<file path="config.mk">
export PLATFORM = sky130hd
export DESIGN_NAME = datapath_seq_flat
export DESIGN_NICKNAME = d
export VERILOG_FILES = /design/src/rtl/datapath_seq_pkg.sv /design/src/rtl/datapath_seq_if.sv /design/src/rtl/dps_regfile.sv /design/src/rtl/datapath_seq.sv /design/src/flat_wrapper.sv
export SDC_FILE = /design/constraint.sdc
export NUM_CORES = 1
export LEC_CHECK = 0
export ABC_AREA = 1
export BUFFER_PORTS_ARGS = -buffer_cell sky130_fd_sc_hd__clkbuf_2
export CAP_MARGIN = 20
export CORE_ASPECT_RATIO = 2
export CORE_MARGIN = 5
export CORE_UTILIZATION = 30
export CTS_BUF_LIST = sky130_fd_sc_hd__clkbuf_4
export DETAILED_ROUTE_END_ITERATION = 16
export GPL_TIMING_DRIVEN = 0
export SLEW_MARGIN = 0
export SYNTH_ARGS = -nofsm -noshare
export SYNTH_HDL_FRONTEND = slang
export SYNTH_HIERARCHICAL = 1
export SYNTH_SLANG_ARGS = --single-unit
</file>
<file path="constraint.sdc">
create_clock -name clk -period 5.2 [get_ports clk]
set_input_delay 0.26 -clock clk [delete_from_list [all_inputs] [get_ports clk]]
set_output_delay 0.26 -clock clk [all_outputs]
set_load 0.05 [all_outputs]
</file>
<file path="src/rtl/datapath_seq_pkg.sv">
// Shared types and helpers for the self-sequencing datapath.
package datapath_seq_pkg;

    typedef enum logic [2:0] {
        OP_MOVI = 3'b000,
        OP_MOV  = 3'b001,
        OP_ADD  = 3'b010,
        OP_CMP  = 3'b011,
        OP_AND  = 3'b100,
        OP_MVN  = 3'b101
    } opcode_e;

    typedef enum logic [2:0] {
        ST_IDLE = 3'd0,
        ST_LDA  = 3'd1,
        ST_LDB  = 3'd2,
        ST_EXEC = 3'd3,
        ST_WB   = 3'd4
    } state_e;

    typedef enum logic [1:0] {
        SH_NONE = 2'b00,
        SH_LSL1 = 2'b01,
        SH_LSR1 = 2'b10,
        SH_ASR1 = 2'b11
    } shift_e;

    // Widest value sx() can produce; callers cast the result down to WIDTH.
    localparam int unsigned SX_W = 64;

    // Sign-extend the low imm_w bits of imm to SX_W bits.
    function automatic logic [SX_W-1:0] sx(input logic [SX_W-1:0] imm, input int unsigned imm_w);
        logic [SX_W-1:0] t;
        int unsigned     sh;
        sh = SX_W - imm_w;
        t  = imm << sh;
        return SX_W'($signed(t) >>> sh);
    endfunction

endpackage

</file>
<file path="src/rtl/datapath_seq_if.sv">
// Instruction request / completion bus between controller and datapath.
interface datapath_seq_if #(
    parameter int unsigned WIDTH = 16,
    parameter int unsigned NREGS = 8,
    parameter int unsigned IMM_W = 8
);
    localparam int unsigned RW = $clog2(NREGS);

    logic             start;
    logic [2:0]       opcode;
    logic [RW-1:0]    rd;
    logic [RW-1:0]    rn;
    logic [RW-1:0]    rm;
    logic [1:0]       shift;
    logic [IMM_W-1:0] imm;
    logic             busy;
    logic             done;
    logic [WIDTH-1:0] datapath_out;
    logic             Z_out;
    logic             V_out;
    logic             N_out;

    modport master (
        output start, opcode, rd, rn, rm, shift, imm,
        input  busy, done, datapath_out, Z_out, V_out, N_out
    );

    modport slave (
        input  start, opcode, rd, rn, rm, shift, imm,
        output busy, done, datapath_out, Z_out, V_out, N_out
    );

endinterface

</file>
<file path="src/rtl/dps_regfile.sv">
// Register file: one synchronous write port, two combinational read ports.
module dps_regfile #(
    parameter int unsigned WIDTH = 16,
    parameter int unsigned NREGS = 8
) (
    input  logic                     clk,
    input  logic                     reset,
    input  logic                     wr_en,
    input  logic [$clog2(NREGS)-1:0] wr_addr,
    input  logic [WIDTH-1:0]         wr_data,
    input  logic [$clog2(NREGS)-1:0] rn_addr,
    input  logic [$clog2(NREGS)-1:0] rm_addr,
    output logic [WIDTH-1:0]         rn_data,
    output logic [WIDTH-1:0]         rm_data
);

    logic [WIDTH-1:0] regs [NREGS];

    // Storage with asynchronous clear.
    always_ff @(posedge clk or posedge reset) begin
        if (reset) begin
            for (int i = 0; i < int'(NREGS); i++) begin
                regs[i] <= '0;
            end
        end else if (wr_en) begin
            regs[wr_addr] <= wr_data;
        end
    end

    assign rn_data = regs[rn_addr];
    assign rm_data = regs[rm_addr];

endmodule

</file>
<file path="src/rtl/datapath_seq.sv">
// Datapath with its own sequencer: one instruction per start handshake.
module datapath_seq #(
    parameter int unsigned WIDTH = 16,
    parameter int unsigned NREGS = 8,
    parameter int unsigned IMM_W = 8
) (
    input  logic         clk,
    input  logic         reset,
    datapath_seq_if.slave bus
);
    import datapath_seq_pkg::*;

    localparam int unsigned RW = $clog2(NREGS);

    state_e           state;
    logic [2:0]       ir_op;
    logic [RW-1:0]    ir_rd;
    logic [RW-1:0]    ir_rn;
    logic [RW-1:0]    ir_rm;
    logic [1:0]       ir_shift;
    logic [IMM_W-1:0] ir_imm;
    logic [WIDTH-1:0] a;
    logic [WIDTH-1:0] b;
    logic [WIDTH-1:0] c;
    logic             z;
    logic             v;
    logic             n;
    logic             busy;
    logic             done;

    logic [WIDTH-1:0] rn_data;
    logic [WIDTH-1:0] rm_data;
    logic [WIDTH-1:0] sb;
    logic [WIDTH-1:0] diff;
    logic [WIDTH-1:0] alu_res;
    logic             ovf;
    logic             wr_en;
    logic [WIDTH-1:0] wr_data;

    // Writeback happens only in WB; MOVI writes its immediate instead of C.
    assign wr_en   = (state == ST_WB);
    assign wr_data = (ir_op == OP_MOVI) ? WIDTH'(sx(SX_W'(ir_imm), IMM_W)) : c;

    dps_regfile #(
        .WIDTH (WIDTH),
        .NREGS (NREGS)
    ) u_regfile (
        .clk     (clk),
        .reset   (reset),
        .wr_en   (wr_en),
        .wr_addr (ir_rd),
        .wr_data (wr_data),
        .rn_addr (ir_rn),
        .rm_addr (ir_rm),
        .rn_data (rn_data),
        .rm_data (rm_data)
    );

    // Shifter on the B operand followed by the ALU and overflow detect.
    always_comb begin
        sb      = b;
        alu_res = '0;
        case (ir_shift)
            SH_LSL1: sb = {b[WIDTH-2:0], 1'b0};
            SH_LSR1: sb = {1'b0, b[WIDTH-1:1]};
            SH_ASR1: sb = {b[WIDTH-1], b[WIDTH-1:1]};
            default: sb = b;
        endcase
        diff = a - sb;
        ovf  = (a[WIDTH-1] != sb[WIDTH-1]) & (diff[WIDTH-1] != a[WIDTH-1]);
        case (ir_op)
            OP_ADD:  alu_res = a + sb;
            OP_CMP:  alu_res = diff;
            OP_AND:  alu_res = a & sb;
            OP_MOV:  alu_res = sb;
            OP_MVN:  alu_res = ~sb;
            default: alu_res = '0;
        endcase
    end

    // Sequencer, instruction register, operand/result registers and handshake.
    always_ff @(posedge clk or posedge reset) begin
        if (reset) begin
            state    <= ST_IDLE;
            ir_op    <= '0;
            ir_rd    <= '0;
            ir_rn    <= '0;
            ir_rm    <= '0;
            ir_shift <= '0;
            ir_imm   <= '0;
            a        <= '0;
            b        <= '0;
            c        <= '0;
            z        <= 1'b0;
            v        <= 1'b0;
            n        <= 1'b0;
            busy     <= 1'b0;
            done     <= 1'b0;
        end else begin
            done <= 1'b0;
            case (state)
                ST_IDLE: begin
                    if (bus.start) begin
                        ir_op    <= bus.opcode;
                        ir_rd    <= bus.rd;
                        ir_rn    <= bus.rn;
                        ir_rm    <= bus.rm;
                        ir_shift <= bus.shift;
                        ir_imm   <= bus.imm;
                        case (bus.opcode)
                            OP_MOVI: begin
                                state <= ST_WB;
                                busy  <= 1'b1;
                            end
                            OP_MOV, OP_MVN: begin
                                state <= ST_LDB;
                                busy  <= 1'b1;
                            end
                            OP_ADD, OP_AND, OP_CMP: begin
                                state <= ST_LDA;
                                busy  <= 1'b1;
                            end
                            // Reserved opcodes complete immediately with no side effects.
                            default: done <= 1'b1;
                        endcase
                    end
                end
                ST_LDA: begin
                    a     <= rn_data;
                    state <= ST_LDB;
                end
                ST_LDB: begin
                    b     <= rm_data;
                    state <= ST_EXEC;
                end
                ST_EXEC: begin
                    if (ir_op == OP_CMP) begin
                        z     <= (diff == '0);
                        n     <= diff[WIDTH-1];
                        v     <= ovf;
                        state <= ST_IDLE;
                        busy  <= 1'b0;
                        done  <= 1'b1;
                    end else begin
                        c     <= alu_res;
                        state <= ST_WB;
                    end
                end
                ST_WB: begin
                    state <= ST_IDLE;
                    busy  <= 1'b0;
                    done  <= 1'b1;
                end
                default: begin
                    state <= ST_IDLE;
                    busy  <= 1'b0;
                end
            endcase
        end
    end

    assign bus.busy         = busy;
    assign bus.done         = done;
    assign bus.datapath_out = c;
    assign bus.Z_out        = z;
    assign bus.V_out        = v;
    assign bus.N_out        = n;

endmodule

</file>
<file path="src/flat_wrapper.sv">
// flat-port wrapper written by rule: the top's interface ports become plain ports
module datapath_seq_flat import datapath_seq_pkg::*;
#(
    parameter int unsigned WIDTH = 16,
    parameter int unsigned NREGS = 8,
    parameter int unsigned IMM_W = 8
)
  (clk, reset, bus_start, bus_opcode, bus_rd, bus_rn, bus_rm, bus_shift, bus_imm, bus_busy, bus_done, bus_datapath_out, bus_Z_out, bus_V_out, bus_N_out);
  datapath_seq_if #(.WIDTH(WIDTH), .NREGS(NREGS), .IMM_W(IMM_W)) bus_i ();
  input  logic clk;
  input  logic reset;
  input wire logic [$bits(bus_i.start)-1:0] bus_start;
  input wire logic [$bits(bus_i.opcode)-1:0] bus_opcode;
  input wire logic [$bits(bus_i.rd)-1:0] bus_rd;
  input wire logic [$bits(bus_i.rn)-1:0] bus_rn;
  input wire logic [$bits(bus_i.rm)-1:0] bus_rm;
  input wire logic [$bits(bus_i.shift)-1:0] bus_shift;
  input wire logic [$bits(bus_i.imm)-1:0] bus_imm;
  output wire logic [$bits(bus_i.busy)-1:0] bus_busy;
  output wire logic [$bits(bus_i.done)-1:0] bus_done;
  output wire logic [$bits(bus_i.datapath_out)-1:0] bus_datapath_out;
  output wire logic [$bits(bus_i.Z_out)-1:0] bus_Z_out;
  output wire logic [$bits(bus_i.V_out)-1:0] bus_V_out;
  output wire logic [$bits(bus_i.N_out)-1:0] bus_N_out;
  assign bus_i.start = bus_start;
  assign bus_i.opcode = bus_opcode;
  assign bus_i.rd = bus_rd;
  assign bus_i.rn = bus_rn;
  assign bus_i.rm = bus_rm;
  assign bus_i.shift = bus_shift;
  assign bus_i.imm = bus_imm;
  assign bus_busy = bus_i.busy;
  assign bus_done = bus_i.done;
  assign bus_datapath_out = bus_i.datapath_out;
  assign bus_Z_out = bus_i.Z_out;
  assign bus_V_out = bus_i.V_out;
  assign bus_N_out = bus_i.N_out;
  datapath_seq #(.WIDTH(WIDTH), .NREGS(NREGS), .IMM_W(IMM_W)) u_core (.clk(clk), .reset(reset), .bus(bus_i));
endmodule
</file>
==> flow_summary_export.csv, run 1 <==
group,metric,value,unit
timing,final.setup_skew,0.0679,ns
cells_and_area,num-nets-final,2138,
global_route,first_global_vias,13700,
timing,final_period_minus_worst_setup_slack,3.39,ns
yosys,synthFlopType,"dfrtp_1",
job,max-cap-violations,0,
place,dp_hpwl,43300,um
floorplanning,fp.coreArea,44100,sq um
clocking,clkSlewWorstSetupHoldPaths,0.09,ns
yosys,synth_area,13300,sq um
clocking,cts.sink_count,206,
clocking,cts_tree,"yes",
critical_path,reg2reg_slack,1.81,ns
routing,routedLengthMet1,16800,um
critical_path,critical_path_peak_fanout,10,
yosys,post_synth_inst_count,1947,
global_route,grt.overflow.total,0,
yosys,synth.avg_cell_area,6.82,sq um
routing,met3_length,2190,um
yosys,postSynthNetCount,2010,
routing,via_count,13200,
critical_path,cells_traversed_along_the_worst_timing_path,"inv_2 > nand2_2 > buf_6 > o221ai_2 > inv_1 > ha_1 > inv_2 > nand2_2 > nor3_1 > and2_1 > nand2_1 > nand2_1 > nand2_1 > nand2_1 > nor2_1 > nand4_1 > nand2_1",
floorplanning,io_pins,46,
timing,report.final.hold_viol_count,0,
power_and_ir_drop,ir_drop,0.209,mV
routing,wire_per_inst,20.1,um
power_and_ir_drop,power-per-cell-area,779,nW/um^2
timing,tightestPinTransition,0.673,ns
critical_path,critical_path.top_delay_family,"simple AND/OR/NAND/NOR gates",
timing,slew-limit-headroom,0.548,
timing,max_clock_freq,295,MHz
routing,dr.first_iter.drc_count,927,
yosys,synth-seq-area-share,0.388,
critical_path,worst_ep_required_time,5.84,ns
power_and_ir_drop,total_leakage_power,8.07,nW
clocking,clock_insertion_delay_worst_skew,0.76,ns
yosys,synthTopCellsByArea,"dfrtp_1 39%, nand2_1 22%, inv_1 7.1%",
routing,first_pass_iters,7,
cells_and_area,drive_above_1_share,0.127,
place,gpl.final_weighted_congestion,1.07,
critical_path,worst-setup-path-type,"reg -> reg",
critical_path,r2r-start,"u_core/ir_shift[1]$_DFFE_PP0P_",
floorplanning,die_width,159,um
critical_path,crit_arrival,4.03,ns
clocking,clk_path_buf_depth,3,
global_route,pin_count_of_the_biggest_net_entering_global_routing,92,
yosys,synth_cell_types,47,
critical_path,timing.rr.end,"u_core/bus.Z_out$_DFFE_PP0P_",
routing,aggregate_routed_wire_length,53500,um
critical_path,timing.critical_path.from,"u_core/ir_shift[1]$_DFFE_PP0P_",
yosys,synth_top_area_share,0.388,
floorplanning,starting_utilization_of_the_core_area,0.301,
critical_path,slowest_cell_delay_on_critical_path,0.54,ns
yosys,synthArstFlopShare,1.00,
place,post-place-ws,1.78,ns
routing,route.antenna.remaining_nets,0,
timing,report.final.slew_viol_count,0,
global_route,global_route.usage.total,0.215,
floorplanning,die_height,308,um
clocking,cts_htree_levels,2,
cells_and_area,syn2layout_area_growth,14.5,%
critical_path,r2r.worst_path.cells,17,
timing,worst_slack,1.81,ns
yosys,yosys_warnings,6,
critical_path,endpoint_kind_of_the_worst_setup_timing_path,"flop",
place,buffer_ports.inserted,45,
critical_path,most_used_cell_cp,"nand2_1",
global_route,antenna_found_initial,1,
critical_path,start_kind,"flop",
yosys,ys_seq_elements,206,
cells_and_area,final_core_density,0.345,
routing,vias_per_cell,4.95,
critical_path,crit_buf_inv,4,
cells_and_area,filler_cell_count,4813,
global_route,grt_first_pass_wirelength,80600,um
timing,setup_repair_after_global_routing_missed_its_margin,"no",
yosys,number_of_enable_flip_flop_cells_after_synthesis,0,
status,status,"complete, no violations",
clocking,cts_root_buffer,"clkbuf_4",
routing,highest-signal-layer,"met4",
worst_hold_path,worst_hold_path_type,"in -> async",
timing,hold-worst-slack,0.0723,ns
routing,drc_errors,0,
timing,finalCritPeriodShare,0.652,
clocking,numCtsBuffers,48,
yosys,cell_type_contributing_the_most_total_cell_area_after_synthesis,"dfrtp_1",
critical_path,critical_path_top_delay_cell,"nor3_1",
floorplanning,row_count,109,
floorplanning,floorplan.die_area,48800,sq um
clocking,cts-resized-gates,0,
routing,dr_wl_met2,27800,um
timing,final-setup-viol-count,0,
-- cell families (layout without fill, tap and decap cells) --
group           Yosys count  count (layout)  share of synthesized area
buf+inv                 360             522                      0.111
other cells               0               1                          0
fa+ha+maj                38              38                     0.0369
simple gates           1047            1047                      0.319
xor+xnor                  2               2                    0.00132
flops                   206             206                      0.388
mux                      36              36                     0.0305
compound gates          258             258                      0.113
-- sequential cells by signal (all words and copies together), names as in the netlist, 2 cells and up --
signal	count
u_core/a	16
u_core/b	16
u_core/bus.datapath_out	16
u_core/ir_imm	8
u_core/ir_op	3
u_core/ir_rd	3
u_core/ir_rm	3
u_core/ir_rn	3
u_core/ir_shift	2
u_core/state	3
u_core/u_regfile/regs	128
-- synthesized netlist by cell type, types with 2 or more instances --
library cell,instances
buf_6,4
nor3_4,2
o21ai_1,17
or2_2,2
o22ai_1,8
a221oi_1,2
clkbuf_2,3
o221ai_4,2
nand2_1,776
xor2_1,2
mux2_2,36
o21ai_0,142
fa_1,2
buf_1,4
or2_1,2
o211ai_1,3
nor3_1,6
a22oi_1,3
nand4_1,7
buf_4,5
a31oi_1,2
buf_2,54
dfrtp_1,206
nor2_2,4
a21oi_1,57
nand2_2,4
nor2_1,71
o211ai_2,2
o2111ai_1,2
o21ai_2,2
inv_1,251
and2_1,2
o21bai_1,2
ha_1,36
clkbuf_1,23
o31ai_1,2
nand3_1,168
o221ai_2,7
inv_2,16
-- layout by cell type (no fill, tap or decap), types with 3 or more instances in the layout --
cell type / instances
buf_2: 54
nor2_1: 71
buf_1: 4
buf_6: 4
o22ai_1: 8
dfrtp_1: 206
clkinv_1: 12
nand2_2: 4
nand2_1: 776
clkbuf_2: 48
mux2_2: 36
nor2_2: 4
o211ai_1: 3
o221ai_2: 7
o21ai_0: 142
inv_1: 249
clkbuf_4: 66
ha_1: 36
nor3_1: 6
nand4_1: 7
o21ai_1: 17
buf_4: 5
nand3_1: 168
inv_2: 16
a22oi_1: 3
clkbuf_1: 23
a21oi_1: 57
dlygate4sd3_1: 31
-- metrics by stage --
step | setup TNS, ns | cell area [sq um] | power [mW] | cells
after detailed placement | 0 | 14300 | 10.3 | 2549
after global routing | 0 | 15200 | 12.8 | 2665
final | 0 | 15200 | 11.8 | 2665
after global placement | -7.12 | 14200 | 10.2 | 2547
after CTS | 0 | 15200 | 11.8 | 2664
after floorplan | 0 | 13300 | 7.63 | 1947
-- worst max path at each step --
stage	end	slack, ns	cells past startpoint
after floorplan	u_core/u_regfile/regs[0]$_DFFE_PP0P_	1.53	1
after global placement	u_core/u_regfile/regs[71]$_DFFE_PP0P_	-0.08	2
after detailed placement	u_core/bus.Z_out$_DFFE_PP0P_	1.78	17
after CTS	u_core/bus.Z_out$_DFFE_PP0P_	1.78	17
after global routing	u_core/bus.Z_out$_DFFE_PP0P_	1.61	17
final	u_core/bus.Z_out$_DFFE_PP0P_	1.81	17
-- what timing repair did --
item	CTS	global route
hold buffers	31	0
setup endpoints to repair	0	0
endpoints found under the hold margin	206	0
setup buffers	0	0
-- routing by layer --
metal	vias to the layer above	global-route usage
met1	6121	0.191
met5	-	0
li1	6396	-
met2	458	0.400
met3	225	0.0261
met4	0	0.224
-- area by class of cell --
class,instances,area [sq um],area share
repair buffers,78,591,0.0389
plain buffers,93,469,0.0309
clock buffers,66,495,0.0326
flip-flops and latches,206,5150,0.339
diodes,1,2.50,0.000165
well taps,555,694,0.0457
multi-input cells,1381,6650,0.438
clock inverters,18,131,0.00864
inverters,267,1010,0.0664
-- power by group --
part	internal (mW)	switching, mW
Sequential	2.26	0.485
Clock	0.689	0.688
Combinational	2.25	5.48
-- worst min-delay path, stage by stage --
cell and delay (ns):
dlygate4sd3_1 0.55, clkbuf_2 0.16, inv_4 0.25
No activity file was read; power rests on OpenSTA's default activity.
==> inputs of run 2 (changes only) <==
==> constraint.sdc (replaced) <==
create_clock -name clk -period 2.7 [get_ports clk]
set_input_delay 0.135 -clock clk [delete_from_list [all_inputs] [get_ports clk]]
set_output_delay 0.135 -clock clk [all_outputs]
set_load 0.05 [all_outputs]
==> run 2 against run 1 <==
Against the previous run: final cell count increased by 1.5%; count of clock-buffer cells in the layout decreased by 2; global-route usage increased by 0.80 points; utilization increased by 1.8 points; register-to-register slack got worse by 1.8 ns; largest cell class unchanged; highest routed layer unchanged.
==> flow_summary_export.csv, run 2 (synthesized netlist as in run 1, its figures left out) <==
group,metric,value,unit
status,status,"complete, no violations",
timing,finalCritPeriodShare,0.981,
timing,report.final.hold_viol_count,0,
floorplanning,floorplan.die_area,48800,sq um
cells_and_area,largest_register_ffs,128,
critical_path,most_used_cell_cp,"nand2_1",
routing,route.antenna.remaining_nets,0,
cells_and_area,syn2layout_area_growth,20.4,%
timing,report.final.slew_viol_count,0,
place,buffer_ports.inserted,45,
floorplanning,die_width,159,um
clocking,cts_root_buffer,"clkbuf_4",
timing,hold-worst-slack,0.166,ns
worst_hold_path,min_to,"u_core/ir_imm[1]$_DFFE_PP0P_",
routing,vias_per_cell,4.93,
clocking,cts_tree,"yes",
timing,final_period_minus_worst_setup_slack,2.65,ns
timing,setup_repair_after_global_routing_missed_its_margin,"yes",
critical_path,start_kind,"flop",
clocking,numCtsBuffers,51,
job,max-cap-violations,0,
worst_hold_path,timing.hold.worst.start,"bus_imm[1]",
routing,drc_errors,0,
global_route,grt_first_pass_wirelength,83100,um
clocking,clkSlewWorstSetupHoldPaths,0.08,ns
critical_path,crit_arrival,3.33,ns
cells_and_area,filler_cell_count,4679,
floorplanning,die_height,308,um
critical_path,crit_buf_inv,4,
cells_and_area,layout_common_cells,"757 x nand2_1, 237 x inv_1, 204 x dfrtp_1",
critical_path,worst-setup-path-type,"reg -> reg",
critical_path,cells_traversed_along_the_worst_timing_path,"nor2_4 > buf_6 > nand2_1 > o221ai_4 > inv_2 > ha_4 > buf_6 > inv_6 > nand2_4 > nor3_4 > and2_4 > nand2_2 > nand3_1 > nand2_1 > nor2_1 > nand4_1 > nand2_1",
clocking,cts.sink_count,206,
routing,dr.first_iter.drc_count,973,
critical_path,r2r.worst_path.cells,17,
global_route,antenna_found_initial,1,
timing,slew-limit-headroom,0.535,
floorplanning,row_count,109,
place,gpl.final_weighted_congestion,0.989,
routing,first_pass_iters,6,
critical_path,timing.rr.end,"u_core/bus.Z_out$_DFFE_PP0P_",
floorplanning,io_pins,46,
critical_path,slowest_cell_delay_on_critical_path,0.47,ns
routing,wire_per_inst,20.4,um
floorplanning,fp.coreArea,44100,sq um
timing,setup_total_negative_slack,0,ns
global_route,global_route.usage.total,0.223,
cells_and_area,multiInputGateArea,7160,sq um
critical_path,endpoint_kind_of_the_worst_setup_timing_path,"flop",
routing,aggregate_routed_wire_length,55200,um
timing,max_clock_freq,378,MHz
routing,via_count,13300,
critical_path,reg2reg_slack,0.05,ns
global_route,pin_count_of_the_biggest_net_entering_global_routing,52,
critical_path,worst_ep_required_time,3.38,ns
cells_and_area,layout_commonest_cell,"nand2_1",
clocking,cts_htree_levels,2,
clocking,clk_path_buf_depth,3,
critical_path,r2r-start,"u_core/ir_shift[0]$_DFFE_PP0P_",
timing,final-setup-viol-count,0,
cells_and_area,num-nets-final,2172,
worst_hold_path,worst_hold_path_type,"in -> reg",
place,dp_hpwl,43800,um
floorplanning,starting_utilization_of_the_core_area,0.301,
timing,final.setup_skew,0.0944,ns
global_route,first_global_vias,13700,
timing,tightestPinTransition,0.697,ns
critical_path,critical_path_top_delay_cell,"dfrtp_2",
clocking,clock_insertion_delay_worst_skew,0.75,ns
critical_path,critical_path_peak_fanout,8,
critical_path,critical_path.top_delay_family,"simple AND/OR/NAND/NOR gates",
cells_and_area,area_used_by_sequential_logic_in_the_layout,5160,sq um
cells_and_area,drive_above_1_share,0.176,
cells_and_area,largest-register,"u_core/u_regfile/regs",
worst_hold_path,hold-path-cell-count,3,
global_route,grt.overflow.total,0,
## run 2: worst min-delay path: stages
cell and delay [ns]:
dlygate4sd3_1 0.53, clkbuf_2 0.09, mux2_2 0.13
## run 2: metal layers
layer	global-route usage	wire length [um]
met5	0	0
met4	0.190	5700
met3	0.0252	1910
met2	0.428	29800
met1	0.205	17800
## run 2: per-stage QoR
stage | instances | setup slack [ns] | util | instance area (sq um)
finish | 2704 | 0.0515 | 0.363 | 16000
global route | 2704 | -0.141 | 0.363 | 16000
CTS | 2683 | -0.0377 | 0.354 | 15600
detailed placement | 2551 | -0.786 | 0.324 | 14300
global placement | 2547 | -0.783 | 0.322 | 14200
floorplan | 1947 | 0.297 | - | 13300
## run 2: worst max path at each step
stage / start / end / slack, ns / depth (start not counted)
global route: u_core/ir_shift[0]$_DFFE_PP0P_ / u_core/bus.Z_out$_DFFE_PP0P_ / -0.14 / 18
detailed placement: u_core/ir_shift[1]$_DFFE_PP0P_ / u_core/bus.Z_out$_DFFE_PP0P_ / -0.79 / 16
CTS: u_core/ir_shift[0]$_DFFE_PP0P_ / u_core/bus.Z_out$_DFFE_PP0P_ / -0.04 / 15
finish: u_core/ir_shift[0]$_DFFE_PP0P_ / u_core/bus.Z_out$_DFFE_PP0P_ / 0.05 / 17
global placement: u_core/ir_shift[1]$_DFFE_PP0P_ / u_core/bus.Z_out$_DFFE_PP0P_ / -0.78 / 16
floorplan: u_core/ir_shift[1]$_DFFE_PP0P_ / u_core/bus.Z_out$_DFFE_PP0P_ / 0.30 / 17
## run 2: what timing repair did
action / in CTS / in global routing
gates resized for setup: 54 / 77
hold buffers: 32 / 0
hold endpoints to repair: 156 / 0
pin swaps: 8 / 25
cloned: 1 / 2
buffers inserted: 7 / 18
endpoints found under the setup margin: 12 / 13
## run 2: layout make-up
class / instances / area share
multi-input cells: 1381 / 0.447
flip-flops and latches: 206 / 0.323
inverters: 267 / 0.0642
repair buffers: 109 / 0.0529
well taps: 555 / 0.0434
plain buffers: 93 / 0.0305
clock buffers: 64 / 0.0300
clock inverters: 28 / 0.00884
diodes: 1 / 0.000156
Power of run 2 is not shown: default switching activity piles up to over one toggle a cycle in this logic, so the estimate is an artifact.
